[src/rtl/load_unit.sv]
// Multi-cycle data-memory load requester: issues a word-aligned read, waits on
// mem_ready with a timeout, then extracts and extends the selected byte/half/word.
module load_unit #(
  parameter int unsigned TIMEOUT_CYCLES = 16
) (
  input  logic        clk,
  input  logic        rst,
  input  logic        load_en,
  input  logic [2:0]  funct3,
  input  logic [31:0] addr,
  output logic        mem_req,
  output logic [31:0] mem_addr,
  input  logic        mem_ready,
  input  logic [31:0] mem_rdata,
  output logic [31:0] data_mem_out,
  output logic        load_valid,
  output logic        load_err,
  output logic        busy
);

  localparam int unsigned CNT_W = 8;
  localparam logic [CNT_W-1:0] CNT_LAST = CNT_W'(TIMEOUT_CYCLES - 1);

  typedef enum logic [1:0] {IDLE, REQ, DONE} state_t;

  state_t            state, state_n;
  logic [CNT_W-1:0]  cnt, cnt_n;
  logic [2:0]        f3_q, f3_n;
  logic [1:0]        off_q, off_n;
  logic              mem_req_n, load_valid_n, load_err_n, busy_n;
  logic [31:0]       mem_addr_n, data_n;

  logic              bad_access_c;
  logic [31:0]       extract_c;
  logic [7:0]        byte_c;
  logic [15:0]       half_c;

  // Illegal funct3 or misaligned half/word access is rejected in IDLE.
  always_comb begin
    bad_access_c = 1'b0;
    case (funct3)
      3'd0, 3'd4: bad_access_c = 1'b0;
      3'd1, 3'd5: bad_access_c = addr[0];
      3'd2:       bad_access_c = (addr[1:0] != 2'b00);
      default:    bad_access_c = 1'b1;
    endcase
  end

  // Lane select and extension using the offset latched at request time.
  always_comb begin
    byte_c    = 8'(mem_rdata >> {off_q, 3'b000});
    half_c    = off_q[1] ? mem_rdata[31:16] : mem_rdata[15:0];
    extract_c = mem_rdata;
    case (f3_q)
      3'd0:    extract_c = {{24{byte_c[7]}}, byte_c};
      3'd1:    extract_c = {{16{half_c[15]}}, half_c};
      3'd4:    extract_c = {24'd0, byte_c};
      3'd5:    extract_c = {16'd0, half_c};
      default: extract_c = mem_rdata;
    endcase
  end

  always_comb begin
    state_n      = state;
    cnt_n        = cnt;
    f3_n         = f3_q;
    off_n        = off_q;
    mem_req_n    = mem_req;
    mem_addr_n   = mem_addr;
    data_n       = data_mem_out;
    busy_n       = busy;
    load_valid_n = 1'b0;
    load_err_n   = 1'b0;
    case (state)
      IDLE: begin
        if (load_en) begin
          if (bad_access_c) begin
            load_err_n = 1'b1;
          end else begin
            state_n    = REQ;
            f3_n       = funct3;
            off_n      = addr[1:0];
            mem_addr_n = {addr[31:2], 2'b00};
            mem_req_n  = 1'b1;
            busy_n     = 1'b1;
            cnt_n      = '0;
          end
        end
      end
      REQ: begin
        if (mem_ready) begin
          state_n      = DONE;
          data_n       = extract_c;
          mem_req_n    = 1'b0;
          load_valid_n = 1'b1;
          cnt_n        = '0;
        end else if (cnt == CNT_LAST) begin
          state_n    = IDLE;
          mem_req_n  = 1'b0;
          load_err_n = 1'b1;
          busy_n     = 1'b0;
          cnt_n      = '0;
        end else begin
          cnt_n = cnt + CNT_W'(1);
        end
      end
      DONE: begin
        state_n = IDLE;
        busy_n  = 1'b0;
      end
      default: begin
        state_n   = IDLE;
        mem_req_n = 1'b0;
        busy_n    = 1'b0;
      end
    endcase
  end

  always_ff @(posedge clk) begin
    if (rst) begin
      state        <= IDLE;
      cnt          <= '0;
      f3_q         <= '0;
      off_q        <= '0;
      mem_req      <= 1'b0;
      mem_addr     <= '0;
      data_mem_out <= '0;
      load_valid   <= 1'b0;
      load_err     <= 1'b0;
      busy         <= 1'b0;
    end else begin
      state        <= state_n;
      cnt          <= cnt_n;
      f3_q         <= f3_n;
      off_q        <= off_n;
      mem_req      <= mem_req_n;
      mem_addr     <= mem_addr_n;
      data_mem_out <= data_n;
      load_valid   <= load_valid_n;
      load_err     <= load_err_n;
      busy         <= busy_n;
    end
  end

endmodule

[config.mk]
export PLATFORM = sky130hd
export DESIGN_NAME = load_unit
export DESIGN_NICKNAME = d
export VERILOG_FILES = /design/src/rtl/load_unit.sv
export SDC_FILE = /design/constraint.sdc
export NUM_CORES = 1
export LEC_CHECK = 0
export CORE_UTILIZATION = 40
export CTS_BUF_LIST = sky130_fd_sc_hd__clkbuf_8
export CTS_CLUSTER_DIAMETER = 150
export DETAILED_ROUTE_END_ITERATION = 10
export GPL_TIMING_DRIVEN = 0
export PLACE_DENSITY = 0.83
export SLEW_MARGIN = 20
export SYNTH_ARGS = -nofsm -noshare
export SYNTH_HDL_FRONTEND = slang
export SYNTH_SLANG_ARGS = --single-unit
[constraint.sdc]
create_clock -name clk -period 1.5 [get_ports clk]
set_input_delay 0.375 -clock clk [delete_from_list [all_inputs] [get_ports clk]]
set_output_delay 0.375 -clock clk [all_outputs]
set_load 0.1 [all_outputs]
==> impl_metrics.csv, run 1 <==
group,metric,value,unit
outcome,outcome,"finished with violations",
outcome,violations,"design-rule violations, negative setup slack",
detailed_routing,drcViolationCount,12,
power_and_ir_drop,comb_power_share,27.9,%
timing,drv_slew,0,
placed_design,gp_congestion,0.886,
critical_path,crit_type,"reg -> reg",
finish,syn_to_final_growth,53.8,%
grt,grt_max_degree,15,
clocking,cts_tree,"yes",
finish,fin_nets,643,
critical_path,cp.arrival,1.76,ns
power_and_ir_drop,p_clk_share,31.0,%
detailed_routing,wl_per_cell,17.1,um
grt,grt_pass1_wl,18600,um
critical_path,path_max_fanout,6,
placed_design,dpl.cell_count,654,
grt,gr-usage-all-layers,24.3,%
placed_design,port_buffers,135,
detailed_routing,firstDrtPassIters,8,
timing,rsz0062_at_grt,"yes",
detailed_routing,wl,11700,um
critical_path,end_kind,"flop",
clocking,clock-sinks,81,
timing,period_share,102,%
timing,fin_ws,-0.0334,ns
grt,gr-total-overflow,0,
critical_path,critPathBufInv,2,
grt,grt_pass1_vias,3697,
critical_path,slowest_delay,0.34,ns
critical_path,crit_required,1.72,ns
clocking,clkTransAtPathRegs,0.09,ns
placed_design,dp_slack,-0.930,ns
power_and_ir_drop,p_per_area,993,nW/um^2
critical_path,crit_path_cell_trace,"buf_6 -> mux2i_4 -> mux2i_2 -> a31oi_4 -> buf_4 -> a211oi_1",
clocking,htree_num_levels,3,
critical_path,cpMaxStageDelayCell,"dfxtp_2",
yosys,synth-seq-cells,81,
timing,fin_worst_skew,0.0111,ns
yosys,synthesis.area,3670,um^2
yosys,synthFlopType,"dfxtp_1",
timing,hold_viol,0,
worst_hold_path,hold_class,"in -> reg",
detailed_routing,drt_iter0_markers,329,
die,die_width,97.8,um
critical_path,cp-start-kind,"flop",
timing,max_slew.worst_pin.slew,0.606,ns
detailed_routing,antenna_left,0,
finish,finalNonFillerCells,684,
grt,antenna_found_initial,0,
power_and_ir_drop,ir_worst_vdd,0.000767,V
power_and_ir_drop,seq_power_share,41.1,%
flow_run,max-cap-violations,0,
timing,relSlewSlack,59.6,%
yosys,synth_cell_type_count,48,
die,chipHeight,97.8,um
finish,utilization,64.1,%
power_and_ir_drop,p_leak,2.42,nW
finish,fillers,716,
die,dieArea,9560,um^2
yosys,ys_async_sr_fraction,0,%
power_and_ir_drop,swShare,35.0,%
die,num_io_pins,139,
power_and_ir_drop,switchingPower,1.96,mW
timing,setup_viol,16,
yosys,netlist_instances,410,
die,initial_core_util,41.6,%
critical_path,critPathTopFamily,"multiplexers",
clocking,insertion_delay,0.37,ns
finish,n_antenna_cell,0,
timing,fmaxAchievable,0.652,GHz
power_and_ir_drop,p_int,3.64,mW
timing,fin_crit,1.53,ns
yosys,syn_area_per_cell,8.94,um^2
yosys,ys_seq_area_share,44.2,%
clocking,cts-root-buf,"clkbuf_8",
finish,drive_gt1_share,28.0,%
detailed_routing,vias,3740,
die,rows,34,
clocking,cts.path.max_buffers,2,
yosys,synth_edf_count,0,
die,core_area,8810,um^2
placed_design,place_hpwl,8340,um
clocking,cts_buffers,9,
yosys,yosysWarnings,0,
detailed_routing,viasPerCell,5.47,
[metrics by stage]
| stage | hold slack [ns] | setup TNS (ns) | area, um^2 | total power [mW] |
|---|---|---|---|---|
| after floorplan | 0.458 | 0 | 3670 | 3.35 |
| after global placement | 0.447 | -71.52 | 5160 | 3.80 |
| after detailed placement | 0.450 | -74.77 | 5160 | 3.82 |
| after CTS | 0.433 | -0.0589 | 5430 | 5.56 |
| after global routing | 0.349 | -1.07 | 5640 | 5.80 |
| final | 0.323 | -0.273 | 5640 | 5.60 |
[registers in the layout, summed over array words and instances, names as in the netlist]
signal and count:
data_mem_out 32, load_valid 1, load_err 1, mem_req 1
busy 1, state 2, off_q 2, mem_addr 30
cnt 8, f3_q 3
[worst reg2reg max path: stages, from the launching register on]
cell	delay [ns]
dfxtp_2	0.34
buf_6	0.14
mux2i_4	0.28
mux2i_2	0.12
a31oi_4	0.28
buf_4	0.18
a211oi_1	0.07
[logic make-up after synthesis]
group | count (synthesis) | share of synthesized area (%)
multiplexers | 47 | 12.8
other | 1 | 0.102
adder cells (fa/ha/maj) | 1 | 0.341
AO/OA/AOI/OAI | 100 | 18.8
buffers and inverters | 41 | 5.42
flip-flops | 81 | 44.2
AND/OR/NAND/NOR | 139 | 18.3
[cells in the mapped netlist (2+ instances only)]
cell,instances,share of area [%]
o21ai_0,10,1.4
o22ai_1,8,1.4
mux2i_1,47,13
buf_4,7,1.4
nand2b_1,6,1.0
a21oi_1,23,3.1
a31oi_1,2,0.34
and3_1,3,0.51
nand3_1,5,0.68
or3_1,7,1.2
buf_2,8,1.1
or4_1,3,0.61
dfxtp_1,81,44
o21a_1,2,0.41
inv_1,7,0.72
nor4_1,2,0.34
o31ai_1,7,1.4
nor2_1,60,6.1
buf_1,2,0.20
nand3b_1,10,2.0
nor2b_1,3,0.51
clkbuf_1,15,1.5
a21o_1,7,1.4
a311oi_1,8,1.9
nand2_1,33,3.4
a211oi_1,22,4.5
[placed cells by master (no fill, tap or decap), drive strengths merged, types with 9 or more instances in the layout]
master,n
a211oi,22
nand2,33
dfxtp,81
buf,95
a21oi,23
o21ai,11
clkbuf,31
clkdlybuf4s50,60
nor2,60
nand3b,10
mux2i,47
inv,9
[repair_timing]
item	CTS	global route
setup buffers	11	3
endpoints found under the hold margin	0	0
resized for setup	437	58
cloned	1	1
hold buffers	0	0
endpoints found under the setup margin	146	55
pin swaps	5	9
[power by group through the flow]
stage          combinational [mW]  sequential (mW)  clock, mW
2_1_floorplan               0.394             2.95          0
3_3_place_gp                 1.46             2.34          0
3_5_place_dp                 1.48             2.35          0
4_1_cts                      1.51             2.30       1.75
5_1_grt                      1.63             2.31       1.86
6_report                     1.56             2.30       1.74
[final timing paths]
| path | from | to | slack (ns) | cells past startpoint |
|---|---|---|---|---|
| max | off_q[1] | data_mem_out[31] | -0.03 | 6 |
| min | addr[0] | off_q[0] | 0.32 | 3 |
| max reg2reg | off_q[1] | data_mem_out[31] | -0.03 | 6 |
| min reg2reg | data_mem_out[11] | data_mem_out[11] | 0.46 | 2 |
[area by class of cell]
class / count / area, um^2 / area share, %
Multi-Input combinational cell: 289 / 2060 / 36.5
Sequential cell: 81 / 1630 / 28.9
Timing Repair Buffer: 151 / 1330 / 23.6
Buffer: 32 / 250 / 4.44
Clock buffer: 11 / 151 / 2.68
Tap cell: 108 / 135 / 2.40
Clock inverter: 5 / 61.3 / 1.09
Inverter: 7 / 26.3 / 0.466
[layer usage]
layer	vias to the layer above	global-route usage, %	part of all wire (%)
li1	1793	-	-
met1	1775	30.9	44
met2	153	40.0	47
met3	19	6.01	7.5
met4	0	8.74	1.8
met5	-	0	0
(Power assumes the default switching activity.)
==> run 2: changes to the inputs <==
--- a/config.mk
+++ b/config.mk
@@ -5,12 +5,12 @@
 export SDC_FILE = /design/constraint.sdc
 export NUM_CORES = 1
 export LEC_CHECK = 0
-export CORE_UTILIZATION = 40
+export CORE_UTILIZATION = 30
 export CTS_BUF_LIST = sky130_fd_sc_hd__clkbuf_8
 export CTS_CLUSTER_DIAMETER = 150
 export DETAILED_ROUTE_END_ITERATION = 10
 export GPL_TIMING_DRIVEN = 0
-export PLACE_DENSITY = 0.83
+export PLACE_DENSITY = 0.66
 export SLEW_MARGIN = 20
 export SYNTH_ARGS = -nofsm -noshare
 export SYNTH_HDL_FRONTEND = slang
==> impl_metrics.csv, run 2 (synthesis results as in run 1) <==
group,metric,value,unit
outcome,outcome,"finished with violations",
outcome,violations,"negative setup slack",
critical_path,path_max_fanout,6,
timing,fin_worst_skew,0.00987,ns
timing,fin_ws,-0.0760,ns
placed_design,gp_congestion,0.872,
timing,whs,0.324,ns
power_and_ir_drop,switchingPower,1.94,mW
timing,fmaxAchievable,0.635,GHz
clocking,htree_num_levels,3,
power_and_ir_drop,p_leak,2.42,nW
detailed_routing,viasPerCell,5.12,
finish,largest-register,"data_mem_out",
finish,multi_input_area,2150,um^2
critical_path,path_common_cell,"buf_6",
critical_path,cp-start-kind,"flop",
power_and_ir_drop,seq_power_share,41.7,%
critical_path,cpMaxStageDelayCell,"dfxtp_2",
placed_design,port_buffers,135,
critical_path,crit_path_cell_trace,"buf_6 -> mux2i_4 -> mux2i_2 -> a31oi_4 -> buf_6 -> a211oi_2",
power_and_ir_drop,p_per_area,959,nW/um^2
power_and_ir_drop,swShare,35.2,%
grt,grt_max_degree,14,
timing,drv_slew,0,
finish,mostFrequentLayoutCell,"buf_4",
placed_design,place_hpwl,8540,um
critical_path,critPathBufInv,2,
die,core_area,12000,um^2
detailed_routing,vias,3700,
finish,n_antenna_cell,0,
detailed_routing,antenna_left,0,
timing,fin_crit,1.58,ns
clocking,cts_tree,"yes",
power_and_ir_drop,totalPowerFinal,5.51,mW
critical_path,reg2reg_slack,-0.08,ns
grt,grt_pass1_wl,18200,um
grt,grt_pass1_vias,3560,
grt,gr-total-overflow,0,
die,die_width,113,um
detailed_routing,wl_per_cell,16.5,um
power_and_ir_drop,comb_power_share,28.7,%
critical_path,slowest_delay,0.34,ns
power_and_ir_drop,p_int,3.57,mW
finish,largest_reg_flops,32,
critical_path,cp.arrival,1.82,ns
clocking,cts.path.max_buffers,2,
power_and_ir_drop,p_clk_share,29.6,%
detailed_routing,drt_iter0_markers,205,
worst_hold_path,hold_class,"in -> reg",
grt,antenna_found_initial,0,
critical_path,crit_type,"reg -> reg",
die,num_io_pins,139,
timing,setup_viol,19,
finish,reg.largest.list,"data_mem_out: 32 flops, mem_addr: 30 flops, cnt: 8 flops",
clocking,cts-root-buf,"clkbuf_8",
clocking,insertion_delay,0.37,ns
finish,final-seq-area,1630,um^2
critical_path,end_kind,"flop",
timing,hold_viol,0,
die,chipHeight,113,um
flow_run,max-cap-violations,0,
finish,fin_nets,643,
finish,fillers,1154,
critical_path,crit_required,1.74,ns
grt,gr-usage-all-layers,18.4,%
detailed_routing,wl,12000,um
timing,rsz0062_at_grt,"yes",
clocking,clock-sinks,81,
clocking,cts_buffers,9,
finish,drive_gt1_share,31.6,%
die,initial_core_util,30.7,%
placed_design,dp_slack,-0.969,ns
detailed_routing,drcViolationCount,0,
finish,layout_common_cells,"buf_4 (82), dfxtp_1 (76), nor2_1 (60), clkdlybuf4s50_1 (60), mux2i_1 (43)",
timing,period_share,105,%
critical_path,critPathTopFamily,"multiplexers",
die,rows,40,
die,dieArea,12700,um^2
clocking,clkTransAtPathRegs,0.09,ns
detailed_routing,firstDrtPassIters,5,
power_and_ir_drop,ir_worst_vdd,0.000631,V
finish,syn_to_final_growth,56.7,%
[run 2: cell count changes in the layout (fill, tap and decap cells not counted), moves of 3 or more]
cell,delta
a211oi_2,+5
a211oi_1,-5
a21oi_2,+6
a21oi_1,-8
buf_2,-3
clkbuf_1,-3
or3_4,+5
buf_4,+5
or3_1,-5
clkinvlp_4,+3
[run 2: power groups by stage]
stage / Sequential (mW) / Combinational, mW / Clock [mW]
floorplan: 2.95 / 0.394 / 0
global placement: 2.34 / 1.47 / 0
detailed placement: 2.35 / 1.48 / 0
CTS: 2.30 / 1.51 / 1.68
global route: 2.31 / 1.65 / 1.77
finish: 2.30 / 1.58 / 1.63
[run 2: area by class of cell]
cell class / instances / share of cell area (%)
Multi-Input combinational cell: 289 / 37.4
Sequential cell: 81 / 28.4
Timing Repair Buffer: 151 / 22.8
Buffer: 32 / 4.24
Tap cell: 147 / 3.20
Clock buffer: 10 / 2.39
Clock inverter: 6 / 1.02
Inverter: 7 / 0.588
[run 2: what timing repair did]
item	4_1_cts	5_1_grt
gates resized for setup	444	75
setup buffers	11	4
pin swaps	8	13
hold buffers	0	0
cloned	0	1
endpoints found under the setup margin	147	80
[run 2: worst reg2reg max path, delay by kind of cell, from the launching register on]
family	cells	cell delay, ns
flops	1	0.34
buf+inv	2	0.34
mux	2	0.44
compound gates	2	0.33
[run 2: path summary, 6_finish.rpt]
path,start,end,cells after the start
worst max-delay path,off_q[1],data_mem_out[31],6
worst min-delay path,funct3[1],f3_q[1],3
worst max register to register,off_q[1],data_mem_out[31],6
worst min register to register,data_mem_out[11],data_mem_out[11],2
[run 2: metal layers]
metal	GRT usage [%]	part of all wire (%)	vias up	wire length (um)
met3	5.08	7.5	15	896
met2	29.4	48	138	5710
li1	-	-	1792	-
met1	23.3	43	1755	5160
met4	7.64	1.6	0	197
met5	0	0	-	0
[run 2: stage by stage]
stage               cell area (um^2)  TNS, ns  cells  util, %
floorplan                       3670        0    411        -
global placement                5210   -75.12    693     43.6
detailed placement              5210   -79.13    693     43.6
CTS                             5460   -0.113    718     45.6
global route                    5750    -1.41    723     48.1
finish                          5750   -0.671    723     48.1
==> RTL change: new RTL, config.mk and constraints of run 2 <==
`data_mem_out` no longer has a reset.
--- a/src/rtl/load_unit.sv
+++ b/src/rtl/load_unit.sv
@@ -125,5 +125,4 @@
       mem_req      <= 1'b0;
       mem_addr     <= '0;
-      data_mem_out <= '0;
       load_valid   <= 1'b0;
       load_err     <= 1'b0;
@@ -136,5 +135,4 @@
       mem_req      <= mem_req_n;
       mem_addr     <= mem_addr_n;
-      data_mem_out <= data_n;
       load_valid   <= load_valid_n;
       load_err     <= load_err_n;
@@ -143,4 +141,8 @@
   end
 
+  always_ff @(posedge clk) begin
+    data_mem_out <= data_n;
+  end
+
 endmodule
 
Formal check against the unedited RTL: differs if rst is asserted again (counterexample within 4 cycles, from zero or initial values and one cycle with rst high); with rst held inactive, the same outputs for 10 cycles.
==> RTL change against run 2 <==
  * Synthesized cell count fell by 18%
  * Setup slack improved by 0.048 ns
  * Final area about the same
  * Synthesized area is 3.3% lower
  * Routed wire length decreased by 14%
  * Global-route usage shrank 1.5 points
  * Hold slack improved by 0.0012 ns
  * Sequential cell count did not move
  * The flow still finishes with violations (negative setup slack)
  * Critical path type unchanged
  * Power increased by 7.5%
  * First-iteration DRC count down 54%
  * Critical endpoint is now cnt[7]
==> RTL change: results (changes against run 2) <==
----------------------------------------------------
[Finish]
  Clock distribution area overhead in the final layout ... 4.178% (+0.76 points)
  Fill cell count ... 1,060 (-8.1%)
  Layout inverter count without the clock tree ... 9 (+2)
  Final net count ... 582 (-9.5%)
  Share of cell area taken by flip-flops and latches ... 34.12% (+5.7 points)
  Share of cells above drive strength 1 ... 35.15% (+3.5 points)
  Count of non-CTS buffers in the layout ... 180 (-1.6%)
  Fraction of cell area in non-clock buffers ... 29.20% (+2.2 points)

[Clock tree]
  Cts repair resizes ... 437 (-1.6%)
  Worst-Skew Late Latency ... 0.35 ns (-0.02 ns)
  Setup Fix Bufs, Post-CTS ... 21 (+10)

[Detailed routing]
  Detailed router's first-iteration violation count ... 95 (-54%)
  Detailed-route wire length ... 10,320 microns (-14%)
  Average vias per placed instance ... 4.850 (-5.2%)
  Detailed Routing Iterations Pass 1 ... 4 (-1)

[Critical path]
  Cell with the biggest individual delay on the critical path ... sky130_fd_sc_hd__or3_4
  Reg2Reg Depth ... 4 (-2)
  Combined buffer and inverter count along the critical path ... 0 (-2)
  Arrival time worst endpoint ... 1.74 ns (-0.08 ns)
  Slowest Stage Delay on Critical Path ... 0.40 ns (+0.06 ns)
  Family with the most delay on the worst path ... simple AND/OR/NAND/NOR gates

[Power]
  Power drawn by the sequential cells ... 2.44 mW (+6%)
  Combinational share of power ... 26.2% (-2.5 points)
  Cell Int Power ... 4.101 mW (+15%)
  Static Leakage ... 2.245 nW (-7.2%)
  IR Drop Worst-Case VDD ... 0.4622 mV (-27%)

[GRT]
  GRT Util Overall ... 16.92% (-1.5 points)
  Wire length of the first global-routing pass ... 16,210 microns (-11%)
  Pin count of the biggest net entering global routing ... 17 (+3)

[Timing]
  Worst Slack Setup Final ... -0.02794 ns (+0.04802 ns)
  Setup-failing EPs final ... 2 (-17)
  Min Hold Slack ... 0.3250 ns (+0.001178 ns)

[Placed design]
  Worst slack at placement ... -0.7745 ns (+0.1946 ns)
  Placer congestion estimate ... 0.8244 (-5.4%)
  Half-perimeter wire length of the detailed placement result ... 6934 microns (-19%)

[Yosys]
  Sequential fraction of the synthesis area ... 54.76% (+11 points)
  Top post-synthesis cells by area ... sky130_fd_sc_hd__dfxtp_1 (28%), sky130_fd_sc_hd__edfxtp_1 (27%), sky130_fd_sc_hd__mux2i_1 (11%)
  Synth top cells by count ... sky130_fd_sc_hd__dfxtp_1 (49), sky130_fd_sc_hd__nand2_1 (45), sky130_fd_sc_hd__nor2_1 (43)
  EDFF count, synth ... 32 (+32)

[Status]
  Outcome ... complete, but fails checks
  Violations in the final reports ... negative setup slack

----------------------------------------------------
==> RTL change: cell count changes in the layout (fill, tap and decap cells not counted), moves of 8 or more <==
| cell | before | now |
|---|---|---|
| sky130_fd_sc_hd__edfxtp_1 | 0 | 32 |
| sky130_fd_sc_hd__a211oi_2 | 13 | 0 |
| sky130_fd_sc_hd__a211oi_1 | 9 | 1 |
| sky130_fd_sc_hd__clkbuf_4 | 7 | 16 |
| sky130_fd_sc_hd__dfxtp_1 | 76 | 39 |
| sky130_fd_sc_hd__buf_4 | 82 | 67 |
| sky130_fd_sc_hd__nor2_1 | 60 | 40 |
| sky130_fd_sc_hd__nand3b_1 | 10 | 0 |
| sky130_fd_sc_hd__nand2_2 | 0 | 14 |
==> RTL change: layer usage <==
| layer | part of all wire, % | up-vias | global-route usage (%) |
|---|---|---|---|
| li1 | - | 1551 | - |
| met1 | 42 | 1495 | 18.67 |
| met2 | 50 | 132 | 29.98 |
| met3 | 6.3 | 13 | 5.577 |
| met4 | 1.7 | 0 | 6.489 |
| met5 | 0 | - | 0 |
==> RTL change: worst paths after layout <==
kind,startpoint,endpoint
min reg2reg,mem_req,mem_req
min,funct3[2],f3_q[2]
max reg2reg,cnt[5],cnt[7]
max,cnt[5],cnt[7]
==> RTL change: stage by stage <==
stage / power (mW) / instances / cell area (sq um)
finish: 5.926 / 658 / 5751
global route: 6.169 / 658 / 5751
CTS: 5.924 / 656 / 5572
detailed placement: 3.853 / 617 / 5131
global placement: 3.835 / 617 / 5131
floorplan: 3.412 / 339 / 3601
==> RTL change: logic make-up after synthesis <==
kind of cell	count (synthesis)	share of synthesized area, %
fa+ha+maj	1	0.3528
mux	48	13.87
simple gates	112	13.97
xor+xnor	2	0.4941
compound gates	63	11.96
flops	81	54.76
buf+inv	30	4.481
other cells	1	0.1058
